File: src/rtl/sys_arr_pkg.sv
`default_nettype none
// ============================================================================
// Module      : sys_arr_pkg
// Description : Shared types and constants for the GSAU operand issue path.
// Revision    : 1.0
// ============================================================================
package sys_arr_pkg;

    localparam int VEGGIEREGS = 256;
    localparam int REGW       = $clog2(VEGGIEREGS);
    localparam int ROWS       = 8;
    localparam int DATAW      = 512;
    localparam int BUFDEPTH   = 2;

    typedef enum logic [1:0] {
        IDLE = 2'd0,
        RUN  = 2'd1,
        DONE = 2'd2
    } issue_state_t;

    typedef enum logic [1:0] {
        OPSEL_A = 2'd0,
        OPSEL_B = 2'd1,
        OPSEL_C = 2'd2
    } operand_sel_t;

    typedef struct packed {
        logic [REGW-1:0] srca;
        logic [REGW-1:0] srcb;
        logic [REGW-1:0] srcc;
        logic [REGW-1:0] dst;
    } sa_issue_t;

endpackage
`default_nettype wire

File: src/rtl/gsau_resp_buf.sv
`default_nettype none
// ============================================================================
// Module      : gsau_resp_buf
// Description : DEPTH x WIDTH synchronous FIFO holding register-file read data.
// Revision    : 1.0
// ============================================================================
module gsau_resp_buf
    import sys_arr_pkg::*;
#(
    parameter int DEPTH = 2,
    parameter int WIDTH = 512
) (
    input  logic                       clk,
    input  logic                       rst_n,
    input  logic                       i_clear,
    input  logic                       i_push,
    input  logic [WIDTH-1:0]           i_wdata,
    input  logic                       i_pop,
    output logic [WIDTH-1:0]           o_rdata,
    output logic [$clog2(DEPTH+1)-1:0] o_count
);
    localparam int c_PTRW = (DEPTH > 1) ? $clog2(DEPTH) : 1;
    localparam int c_CNTW = $clog2(DEPTH + 1);

    logic [WIDTH-1:0]  r_mem [DEPTH];
    logic [c_PTRW-1:0] r_wptr;
    logic [c_PTRW-1:0] r_rptr;
    logic [c_CNTW-1:0] r_count;

    function automatic logic [c_PTRW-1:0] next_ptr(input logic [c_PTRW-1:0] p);
        return (p == c_PTRW'(DEPTH - 1)) ? '0 : p + c_PTRW'(1);
    endfunction

    always_ff @(posedge clk or negedge rst_n) begin
        if (!rst_n) begin
            r_wptr  <= '0;
            r_rptr  <= '0;
            r_count <= '0;
            for (int i = 0; i < DEPTH; i++) begin
                r_mem[i] <= '0;
            end
        end else if (i_clear) begin
            r_wptr  <= '0;
            r_rptr  <= '0;
            r_count <= '0;
        end else begin
            if (i_push) begin
                r_mem[r_wptr] <= i_wdata;
                r_wptr        <= next_ptr(r_wptr);
            end
            if (i_pop) begin
                r_rptr <= next_ptr(r_rptr);
            end
            if (i_push && !i_pop) begin
                r_count <= r_count + c_CNTW'(1);
            end else if (!i_push && i_pop) begin
                r_count <= r_count - c_CNTW'(1);
            end
        end
    end

    assign o_rdata = r_mem[r_rptr];
    assign o_count = r_count;

endmodule
`default_nettype wire

File: src/rtl/gsau_operand_issue.sv
`default_nettype none
// ============================================================================
// Module      : gsau_operand_issue
// Description : Streams A/B/C operand rows from the register file into the
//               systolic-array input FIFO, then hands the dst tag onward.
// Revision    : 1.0
// ============================================================================
module gsau_operand_issue
    import sys_arr_pkg::*;
#(
    parameter int ROWS     = sys_arr_pkg::ROWS,
    parameter int DATAW    = sys_arr_pkg::DATAW,
    parameter int BUFDEPTH = sys_arr_pkg::BUFDEPTH
) (
    input  logic             clk,
    input  logic             rst_n,
    input  logic             i_flush,
    input  logic             i_instr_valid,
    output logic             o_instr_ready,
    input  logic [REGW-1:0]  i_instr_srca,
    input  logic [REGW-1:0]  i_instr_srcb,
    input  logic [REGW-1:0]  i_instr_srcc,
    input  logic [REGW-1:0]  i_instr_dst,
    output logic             o_rf_req_valid,
    input  logic             i_rf_req_ready,
    output logic [REGW-1:0]  o_rf_raddr,
    input  logic             i_rf_resp_valid,
    input  logic [DATAW-1:0] i_rf_rdata,
    input  logic             i_sa_fifo_has_space,
    output logic             o_sa_push,
    output logic [DATAW-1:0] o_sa_wdata,
    output logic [1:0]       o_sa_wsel,
    output logic             o_sb_nvalid,
    output logic [REGW-1:0]  o_sb_nvdst
);
    localparam int c_ROWW  = $clog2(ROWS + 1);
    localparam int c_CNTW  = $clog2(BUFDEPTH + 1);
    localparam int c_PUSHW = $clog2(3 * ROWS + 1);
    localparam logic [c_CNTW:0] c_DEPTH = (c_CNTW + 1)'(BUFDEPTH);

    issue_state_t       r_state;
    issue_state_t       w_state_next;
    sa_issue_t          r_instr;
    logic [c_ROWW-1:0]  r_req_row;
    operand_sel_t       r_req_sel;
    logic [c_PUSHW-1:0] r_push_cnt;
    operand_sel_t       r_push_sel;
    logic [c_CNTW-1:0]  r_outst;
    logic [c_CNTW-1:0]  w_buf_cnt;
    logic [c_CNTW:0]    w_inflight;
    logic [DATAW-1:0]   w_buf_head;
    logic [REGW-1:0]    w_req_base;
    logic               w_accept;
    logic               w_req_hs;
    logic               w_pop;
    logic               w_last_push;
    logic               w_credit;
    logic               w_buf_push;

    assign w_inflight = {1'b0, r_outst} + {1'b0, w_buf_cnt};
    // A pop this cycle frees its slot before the response to this cycle's request can land.
    assign w_credit   = (w_inflight < c_DEPTH) || (w_pop && (w_inflight == c_DEPTH));

    assign w_pop       = (w_buf_cnt != '0) && i_sa_fifo_has_space && (r_state == RUN) && !i_flush;
    assign w_last_push = w_pop && (r_push_cnt == c_PUSHW'(3 * ROWS - 1));
    assign w_accept    = (r_state == IDLE) && (r_outst == '0) && i_instr_valid && !i_flush;
    assign w_buf_push  = i_rf_resp_valid && (r_state == RUN) && !i_flush;
    assign w_req_hs    = o_rf_req_valid && i_rf_req_ready;

    assign o_instr_ready  = (r_state == IDLE) && (r_outst == '0);
    assign o_rf_req_valid = (r_state == RUN) && !i_flush && (r_req_row < c_ROWW'(ROWS)) && w_credit;
    assign o_rf_raddr     = w_req_base + REGW'(r_req_row);
    assign o_sa_push      = w_pop;
    assign o_sa_wdata     = w_pop ? w_buf_head : '0;
    assign o_sa_wsel      = r_push_sel;
    assign o_sb_nvalid    = (r_state == DONE) && !i_flush;
    assign o_sb_nvdst     = r_instr.dst;

    always_comb begin
        w_req_base = r_instr.srcc;
        case (r_req_sel)
            OPSEL_A: w_req_base = r_instr.srca;
            OPSEL_B: w_req_base = r_instr.srcb;
            default: w_req_base = r_instr.srcc;
        endcase
    end

    always_comb begin
        w_state_next = r_state;
        case (r_state)
            IDLE:    if (w_accept) w_state_next = RUN;
            RUN:     if (w_last_push) w_state_next = DONE;
            DONE:    w_state_next = IDLE;
            default: w_state_next = IDLE;
        endcase
        if (i_flush) begin
            w_state_next = IDLE;
        end
    end

    always_ff @(posedge clk or negedge rst_n) begin
        if (!rst_n) begin
            r_state <= IDLE;
        end else begin
            r_state <= w_state_next;
        end
    end

    always_ff @(posedge clk or negedge rst_n) begin
        if (!rst_n) begin
            r_instr    <= '0;
            r_req_row  <= '0;
            r_req_sel  <= OPSEL_A;
            r_push_cnt <= '0;
            r_push_sel <= OPSEL_A;
        end else if (w_accept) begin
            r_instr    <= '{srca: i_instr_srca, srcb: i_instr_srcb,
                            srcc: i_instr_srcc, dst: i_instr_dst};
            r_req_row  <= '0;
            r_req_sel  <= OPSEL_A;
            r_push_cnt <= '0;
            r_push_sel <= OPSEL_A;
        end else begin
            if (w_req_hs) begin
                if (r_req_sel == OPSEL_C) begin
                    r_req_sel <= OPSEL_A;
                    r_req_row <= r_req_row + c_ROWW'(1);
                end else begin
                    r_req_sel <= operand_sel_t'(r_req_sel + 2'd1);
                end
            end
            if (w_pop) begin
                r_push_cnt <= r_push_cnt + c_PUSHW'(1);
                r_push_sel <= (r_push_sel == OPSEL_C) ? OPSEL_A
                                                      : operand_sel_t'(r_push_sel + 2'd1);
            end
        end
    end

    // Outstanding reads survive flush so late responses can be absorbed and dropped.
    always_ff @(posedge clk or negedge rst_n) begin
        if (!rst_n) begin
            r_outst <= '0;
        end else if (w_req_hs && !i_rf_resp_valid) begin
            r_outst <= r_outst + c_CNTW'(1);
        end else if (!w_req_hs && i_rf_resp_valid) begin
            r_outst <= r_outst - c_CNTW'(1);
        end
    end

    gsau_resp_buf #(
        .DEPTH (BUFDEPTH),
        .WIDTH (DATAW)
    ) u_resp_buf (
        .clk     (clk),
        .rst_n   (rst_n),
        .i_clear (i_flush),
        .i_push  (w_buf_push),
        .i_wdata (i_rf_rdata),
        .i_pop   (w_pop),
        .o_rdata (w_buf_head),
        .o_count (w_buf_cnt)
    );

    a_resp_has_request: assert property (@(posedge clk) disable iff (!rst_n)
        i_rf_resp_valid |-> (r_outst != '0));

endmodule
`default_nettype wire
File: config.mk
export PLATFORM = sky130hd
export DESIGN_NAME = gsau_operand_issue
export DESIGN_NICKNAME = d
export VERILOG_FILES = /design/src/rtl/sys_arr_pkg.sv /design/src/rtl/gsau_resp_buf.sv /design/src/rtl/gsau_operand_issue.sv
export SDC_FILE = /design/constraint.sdc
export NUM_CORES = 2
export LEC_CHECK = 0
export BUFFER_PORTS_ARGS = -buffer_cell sky130_fd_sc_hd__buf_4
export CORE_AREA = 2 2 425 427
export DETAILED_ROUTE_END_ITERATION = 6
export DIE_AREA = 0 0 427 429
export PLACE_DENSITY_LB_ADDON = 0.3
export SLEW_MARGIN = 10
export SYNTH_ARGS = -nofsm -noshare
export SYNTH_HDL_FRONTEND = slang
export SYNTH_SLANG_ARGS = --single-unit
File: constraint.sdc
create_clock -name clk -period 2.48 [get_ports clk]
set_input_delay 0.372 -clock clk [delete_from_list [all_inputs] [get_ports clk]]
set_output_delay 0.372 -clock clk [all_outputs]
set_load 0.03 [all_outputs]
==> flow_summary.yaml <==
power:
  ir_drop_v: 0.000650
  clkPwrFrac_pct: 31.1
  p_switching_uw: 19000
  switching_share_pct: 30.4
  seq_power_share_pct: 42.5
  cellPowerDensity_mw_per_mm2: 776
  p_int_uw: 43600
  total_power_uw: 62700
  power_leakage_uw: 0.0356
  comb_power_share_pct: 26.4
logic_synthesis:
  async_reset_ff_share_pct: 100
  synth_nets: 4180
  synth.area.top_cells: "dfrtp_1, mux2_2, mux2i_1"
  synth-edff-count: 0
  syn_area_mm2: 0.0481
  yosysTopAreaCellShare_pct: 56.0
  yosys.area.top_type: "dfrtp_1"
  synthTopCellsByCount: "dfrtp_1, mux2_2, nor2_1"
  synth_cell_types: 40
  yosysSeqAreaShare_pct: 56.0
  synth_cells: 3618
  yosysMostFrequentCell: "dfrtp_1"
  avgSynthCellArea_um2: 13.3
  ys_ff_latch: 1077
  yosysWarnings: 0
  synthFlopType: "dfrtp_1"
critical_path:
  critPathMaxFanout: 5
  arrival_ns: 2.87
  rrSetupSlack_ns: -0.09
  cp-start-kind: "register"
  worst_ep_required_time_ns: 2.11
  cpPeakStageDelay_ns: 0.43
  endpoint_kind: "output pin"
  crit_buf_inv: 1
  critPathTopFamily: "adder cells"
  reg2reg_depth: 8
  cpMaxStageDelayCell: "dfrtp_2"
  rr_startpoint: "r_state[1]$_DFFE_PN0P_"
  crit_chain: "mux2i_1 -> o21ai_1 -> ha_2 -> fa_2 -> a21oi_2 -> nor2b_2 -> o211ai_1 -> xnor2_2 -> buf_6"
  rr_endpoint: "u_resp_buf.r_mem[722]$_DFFE_PN0P_"
  path_class: "register to output pin"
die:
  io_pins: 1085
  die_height_um: 429
  initial_utilization_pct: 27.0
  core.rowCount: 155
  die_area_mm2: 0.183
  core_area_mm2: 0.178
  die_x_um: 427
timing:
  clock.fmax_mhz: 309
  drv_slew: 0
  period_needed_ns: 3.24
  tightest_slew_ns: 0.698
  max_slew_margin_pct: 53.5
  hold_violations: 0
  rsz0062_at_grt: "true"
  final.setup.worst_slack_ns: -0.760
  fin_crit_sh_pct: 131
  hold_slack_ns: 0.0931
  finClkSkew_ns: 0.0180
  finalSetupViolCount: 810
clock_network:
  cts_max_level: 4
  tritoncts.num_buffers: 132
  clk_latency_ns: 0.79
  cts_tree: "done"
  clockRootBuffer: "clkbuf_16"
  cts_num_sinks: 1077
  clk_pin_slew_ns: 0.06
  cts_buffer_depth: 3
global_routing:
  first_global_vias: 39700
  grt_overflow: 0
  grt_pass1_wl_um: 264000
  grtUsageTotal_pct: 19.3
  grt_max_degree: 117
  antenna_found_initial: 31
drt:
  totalWireLength_um: 190000
  firstDrtPassIters: 5
  detail_route.drc_violations: 0
  drt_iter0_drc: 1815
  via_count: 37100
  ant_nets: 0
  wire_per_inst_um: 23.7
  vias_per_cell: 4.63
min_path:
  min_path_type: "input port to asynchronous set/reset pin"
placed_design:
  io_buffer_count: 1084
  dp_hpwl_um: 122000
  routabilityCongestion: 0.878
run:
  cap_violations: 0
finish:
  area_delta_synth_final_pct: 68.0
  drive_gt1_share_pct: 59.5
  fillers: 15800
  nets: 6098
  fin_util_pct: 45.4
run_status:
  failed_checks: "setup timing"
  status: "finished, violations left"
[timing repair]
item | CTS | global route
cloned | 63 | 39
buffers inserted | 78 | 76
gates resized for setup | 947 | 856
pin swaps | 164 | 218
endpoints found under the setup margin | 522 | 661
endpoints found under the hold margin | 1545 | 0
hold buffers | 549 | 0
[worst max-delay path by stage]
stage | startpoint | to | slack, ns | cells after the start
after floorplan | i_flush | o_sa_wdata[261] | -0.006 | 7
after global placement | r_req_sel[0]$_DFFE_PN0P_ | o_rf_raddr[5] | -0.30 | 9
after detailed placement | r_req_sel[0]$_DFFE_PN0P_ | o_rf_raddr[5] | -0.28 | 9
after CTS | r_req_sel[0]$_DFFE_PN0P_ | o_rf_raddr[6] | -0.83 | 9
after global routing | r_req_sel[0]$_DFFE_PN0P_ | o_rf_raddr[6] | -0.92 | 9
final | r_req_sel[0]$_DFFE_PN0P_ | o_rf_raddr[6] | -0.76 | 9
[power by group through the flow]
stage	logic [uW]	registers (uW)	clock network [uW]
after detailed placement	12600	26000	0
after CTS	15000	26100	20000
after global placement	12300	25800	0
after floorplan	8560	25200	0
final	16600	26600	19500
after global routing	17800	27300	20800
[flip-flops by register name, indices dropped and copies added, names as in the netlist]
signal,flops
o_sa_wsel,2
o_sb_nvdst,8
r_instr,24
r_outst,2
r_push_cnt,5
r_req_row,4
r_req_sel,2
r_state,2
u_resp_buf.o_count,2
u_resp_buf.r_mem,1024
u_resp_buf.r_rptr,1
u_resp_buf.r_wptr,1
[cells by family (layout without fill, tap and decap cells)]
family / count (synthesis) / in the layout / share of synthesized area, %
AO/OA/AOI/OAI: 41 / 41 / 0.510
flip-flops: 1077 / 1077 / 56.0
other: 0 / 26 / 0
buffers and inverters: 255 / 2265 / 2.58
adder cells (fa/ha/maj): 11 / 11 / 0.317
XOR/XNOR: 15 / 15 / 0.273
multiplexers: 1544 / 1544 / 34.8
AND/OR/NAND/NOR: 675 / 675 / 5.50
[area by class of cell]
class / instances / area (um^2) / share of cell area [%]
flip-flops and latches: 1077 / 27000 / 33.4
multi-input cells: 2286 / 24600 / 30.5
repair buffers: 2031 / 21800 / 27.0
clock buffers: 190 / 3820 / 4.73
well taps: 2355 / 2950 / 3.65
clock inverters: 36 / 528 / 0.653
diodes: 26 / 65.1 / 0.0805
inverters: 8 / 42.5 / 0.0527
[through the flow]
stage / instance area [um^2] / std cells / setup TNS, ns / worst slack, ns
global route: 80800 / 8005 / -295.36 / -0.916
detailed placement: 60200 / 6984 / -0.748 / -0.282
floorplan: 48100 / 3618 / -1.13 / -0.00563
global placement: 60200 / 6984 / -0.757 / -0.296
finish: 80800 / 8009 / -200.37 / -0.760
CTS: 76400 / 7899 / -235.24 / -0.828
[layer usage]
metal / GRT usage [%] / wire [um] / part of all wire, %
met2: 32.7 / 94400 / 50
met1: 23.5 / 77400 / 41
met4: 7.52 / 7310 / 3.9
met3: 4.60 / 10600 / 5.6
met5: 0 / 56 / 0.030
[placed cells by master (no fill, tap or decap), types with 8 or more instances in the layout]
master,instances
dfrtp_1,1073
mux2_2,1024
buf_4,818
dlygate4sd3_1,549
buf_6,420
nor2_4,367
mux2i_1,298
clkbuf_16,159
nor2_1,130
mux2i_2,115
nand2_1,111
buf_12,111
mux2i_4,107
buf_16,76
clkbuf_8,30
buf_8,29
nor2_2,28
clkbuf_1,28
diode_2,26
a21oi_1,10
o21ai_0,9
clkinv_2,9
ha_1,8
No activity file was read; power rests on OpenSTA's default activity.
